## src/rtl/seq_squarer_pkg.sv

```systemverilog
// seq_squarer_pkg: shared width default and FSM encodings for the shift-add squarer
package seq_squarer_pkg;
    localparam int SQ_DATA_WIDTH = 8;
    localparam int SQ_STATE_W = 2;
    localparam logic [SQ_STATE_W-1:0] SQ_IDLE = 2'd0;
    localparam logic [SQ_STATE_W-1:0] SQ_BUSY = 2'd1;
    localparam logic [SQ_STATE_W-1:0] SQ_DONE = 2'd2;
endpackage

```

## src/rtl/seq_squarer.sv

```systemverilog
// seq_squarer: fixed-latency shift-add squarer behind a valid/ready handshake
module seq_squarer
    import seq_squarer_pkg::*;
#(
    parameter int DATA_WIDTH = SQ_DATA_WIDTH
) (
    input  logic                    clk,
    input  logic                    rst,
    input  logic                    in_valid,
    output logic                    in_ready,
    input  logic [DATA_WIDTH-1:0]   in,
    output logic                    out_valid,
    input  logic                    out_ready,
    output logic [2*DATA_WIDTH-1:0] out
);
    localparam int CW = $clog2(DATA_WIDTH) + 1;

    logic [SQ_STATE_W-1:0]   r_state;
    logic [2*DATA_WIDTH-1:0] r_a;
    logic [DATA_WIDTH-1:0]   r_b;
    logic [2*DATA_WIDTH-1:0] r_acc;
    logic [CW-1:0]           r_cnt;
    logic [2*DATA_WIDTH-1:0] r_out;
    logic [2*DATA_WIDTH-1:0] w_acc_nxt;
    logic                    w_last;

    assign in_ready  = r_state == SQ_IDLE;
    assign out_valid = r_state == SQ_DONE;
    assign out       = r_out;
    assign w_acc_nxt = r_b[0] ? r_acc + r_a : r_acc;
    assign w_last    = r_cnt == CW'(DATA_WIDTH - 1);

    // r_out is separate from r_acc so the last result survives the next acceptance
    always_ff @(posedge clk or posedge rst) begin
        if (rst) begin
            r_state <= SQ_IDLE;
            r_a     <= '0;
            r_b     <= '0;
            r_acc   <= '0;
            r_cnt   <= '0;
            r_out   <= '0;
        end else if (r_state == SQ_IDLE) begin
            if (in_valid) begin
                r_a     <= {{DATA_WIDTH{1'b0}}, in};
                r_b     <= in;
                r_acc   <= '0;
                r_cnt   <= '0;
                r_state <= SQ_BUSY;
            end
        end else if (r_state == SQ_BUSY) begin
            r_acc <= w_acc_nxt;
            r_a   <= r_a << 1;
            r_b   <= r_b >> 1;
            r_cnt <= r_cnt + 1'b1;
            if (w_last) begin
                r_out   <= w_acc_nxt;
                r_state <= SQ_DONE;
            end
        end else if (r_state == SQ_DONE) begin
            if (out_ready) r_state <= SQ_IDLE;
        end else begin
            r_state <= SQ_IDLE;
        end
    end
endmodule

```

## config.mk

```make
export PLATFORM = sky130hd
export DESIGN_NAME = seq_squarer
export DESIGN_NICKNAME = d
export VERILOG_FILES = /design/src/rtl/seq_squarer_pkg.sv /design/src/rtl/seq_squarer.sv
export SDC_FILE = /design/constraint.sdc
export NUM_CORES = 1
export LEC_CHECK = 0
export CORE_AREA = 2 2 109 111
export CTS_CLUSTER_SIZE = 25
export DETAILED_ROUTE_END_ITERATION = 7
export DIE_AREA = 0 0 111 113
export PLACE_DENSITY = 0.53
export RECOVER_POWER = 50
export SLEW_MARGIN = 10
export SYNTH_ARGS = -nofsm -noshare
export SYNTH_HDL_FRONTEND = slang
export SYNTH_SLANG_ARGS = --single-unit
```

## constraint.sdc

```tcl
create_clock -name clk -period 3.6 [get_ports clk]
set_clock_uncertainty 0.1 [all_clocks]
set_input_delay 0.72 -clock clk [delete_from_list [all_inputs] [get_ports clk]]
set_output_delay 0.72 -clock clk [all_outputs]
set_load 0.05 [all_outputs]
```

==> run_results.csv <==
group,metric,value,unit
final_layout,layout_commonest_cell,"dfrtp_1",
clocking,clkLatencyLatePin,0.32,ns
die,die_w,111,um
setup_path,cpPeakStageDelay,0.83,ns
detailed_routing,vias_per_cell,5.12,
die,die_h,113,um
setup_path,reg2reg_from,"r_a[0]$_DFFE_PP0P_",
global_routing,antenna_found_initial,0,
clocking,clk_pin_slew,0.05,ns
setup_path,slowest_stage,"clkdlybuf4s50_1",
yosys,syn_nets,372,
power,peakVddDrop,0.000339,V
clocking,numCtsBuffers,9,
die,ios,30,
final_layout,syn_to_final_growth,22.6,%
setup_path,critical_path_class,"reg2out",
detailed_routing,wire_per_inst,15.1,um
setup_path,r2r-end,"out[14]$_DFFE_PP0P_",
power,powerDensity,954,mW/mm2
yosys,synth_area,0.00337,mm2
hold_path,holdPathStages,2,
global_routing,grt_pass1_wl,13.7,mm
yosys,ys_warn_count,0,
final_layout,antenna_cells,0,
yosys,synth-edff-count,0,
clocking,clk_path_buf_depth,2,
yosys,yosysUniqueCellTypes,46,
timing,setup_tns,0,ns
timing,hold_slack,0.373,ns
die,rows,39,
detailed_routing,drc_errors,0,
clocking,post_cts_resized,0,
timing,period_needed,2.89,ns
timing,hold_violations,0,
clocking,htree_levels,3,
global_routing,grt.total_usage,13.6,%
setup_path,startpoint_type,"flip-flop",
detailed_routing,drt_iter0_markers,134,
placement,port_buffers,29,
setup_path,cp.depth,2,
global_routing,grt-ovfl-total,0,
detailed_routing,wirelength,7.89,mm
yosys,ys_seq_elements,62,
detailed_routing,via_count,2669,
clocking,cts_root_buffer,"clkbuf_16",
timing,fmax,346,MHz
clocking,cts_tree,"built",
detailed_routing,route.antenna.remaining_nets,0,
setup_path,critPathMaxFanout,26,
setup_path,reg2reg_depth,10,
timing,worst_slew_pin_slew,1.24,ns
timing,fin_crit_sh,80.2,%
clocking,ctsHoldBuffers,0,
die,start_util,29.9,%
clocking,clkSinkCount,62,
timing,rsz0062_at_grt,"false",
timing,slew_headroom,17.5,%
hold_path,worstHoldEndpoint,"out[10]$_DFFE_PP0P_",
final_layout,drive_gt1_share,8.20,%
power,power_leakage,1.86,nW
yosys,synth_cells,343,
yosys,synth-main-ff-cell,"dfrtp_1",
yosys,synthArstFlopShare,100,%
clocking,post_cts_buffers,0,
hold_path,hold_class,"reg2reg",
global_routing,grt_pass1_vias,2725,
die,dieArea,0.0125,mm2
timing,finalSetupViolations,0,
setup_path,crit_arrival,2.07,ns
final_layout,layout.nets,402,
setup_path,critical-path-top-delay-family,"buffers and inverters",
final_layout,final_cell_mix,"62 x dfrtp_1, 37 x a21oi_1, 37 x nand2_1, 30 x o21ai_0, 27 x clkdlybuf4s50_1",
setup_path,r2r_slack,0.84,ns
die,core,0.0113,mm2
setup_path,crit_required,2.78,ns
timing,final_max_slew_viol_count,0,
run,maxCapViolations,0,
hold_path,worstHoldStart,"out[10]$_DFFE_PP0P_",
yosys,syn_area_per_cell,9.81,um2
global_routing,grt_max_degree,33,
yosys,synth-seq-area-share,46.1,%
outcome,status,"finished clean",
detailed_routing,dr.pass1.iters,4,
setup_path,endpoint_kind,"primary output",
placement,routabilityCongestion,0.777,
setup_path,critPathBufInv,1,
setup_path,cp_cell_sequence,"nor2b_1 > clkdlybuf4s50_1",
placement,place_hpwl,5.48,mm
==> registers in the layout (all words and copies together), names as in the netlist <==
register / cells
out: 16
r_a: 16
r_acc: 16
r_b: 8
r_cnt: 4
r_state: 2
==> how the worst max path moves through the flow <==
stage                                      start                  end
after floorplan               r_a[0]$_DFFE_PP0P_  out[14]$_DFFE_PP0P_
after detailed placement                in_valid   r_a[2]$_DFFE_PP0P_
after CTS                 r_state[0]$_DFFE_PP0P_            out_valid
final                     r_state[0]$_DFFE_PP0P_            out_valid
after global placement                  in_valid   r_a[2]$_DFFE_PP0P_
after global routing                         rst   out[6]$_DFFE_PP0P_
==> through the flow <==
| step | instances | util, % | total power [mW] | setup WS, ns | cell area, um2 |
|---|---|---|---|---|---|
| global route | 521 | 36.6 | 4.24 | 0.505 | 4130 |
| floorplan | 343 | - | 2.54 | 1.11 | 3370 |
| CTS | 521 | 36.8 | 3.98 | 0.693 | 4150 |
| detailed placement | 505 | 34.1 | 3.08 | 0.830 | 3840 |
| global placement | 505 | 34.1 | 3.07 | 0.876 | 3840 |
| finish | 521 | 36.6 | 3.94 | 0.712 | 4130 |
==> worst reg2reg max path, cell delays in order (launching register included) <==
cell and delay, ns:
dfrtp_1 0.41, ha_1 0.24, fa_1 0.41, a21o_1 0.20, a311oi_1 0.31, o21ai_1 0.19, o2111ai_1 0.22, a21oi_1 0.11
xnor2_1 0.19, a21oi_1 0.10, a21o_1 0.16
==> synthesized netlist by cell type (2+ instances only) <==
cell	count	share of area (%)
o21ai_1	2	0.30
nor3_1	6	0.89
dfrtp_1	62	46
mux2i_1	9	2.7
ha_1	16	5.9
clkbuf_1	17	1.9
nand2b_1	9	1.7
nor2_1	16	1.8
and3b_1	3	0.78
xnor2_1	9	2.3
nand2_1	37	4.1
nand3_1	3	0.45
a21oi_1	37	5.5
a22oi_1	4	0.89
inv_1	3	0.33
o21ai_0	30	4.5
a22o_1	20	5.2
nand4_1	3	0.56
xor2_1	3	0.78
a221o_1	8	2.4
nor2b_1	8	1.5
and3_1	3	0.56
o21a_1	4	0.89
a21o_1	8	1.8
a311oi_1	2	0.52
==> power by group <==
part | switching [mW] | internal [mW] | leakage, nW
combinational | 1.11 | 0.711 | 0.899
sequential | 0.264 | 0.978 | 0.819
clock | 0.299 | 0.572 | 0.146
==> logic make-up after synthesis <==
group           count (synthesis)  share of synthesized area, %
mux                             9                          2.68
compound gates                128                          25.8
flops                          62                          46.1
simple gates                   92                          13.2
fa+ha+maj                      17                          6.54
xor+xnor                       12                          3.12
buf+inv                        23                          2.60
==> layout make-up <==
type / instances / area, um2
clock buffers: 13 / 260
clock inverters: 3 / 42.5
fillers: 1148 / 7150
inverters: 4 / 15.0
multi-input cells: 258 / 1730
flip-flops and latches: 62 / 1550
well taps: 143 / 179
repair buffers: 38 / 352
==> per-layer routing <==
layer	track usage [%]	part of all wire, %	vias to the layer above
met5	0	0	-
met4	3.83	0.94	0
met3	3.43	4.5	8
met2	21.0	43	48
met1	18.9	51	1286
li1	-	-	1327
Note: power is estimated with default switching activity, not from simulation.
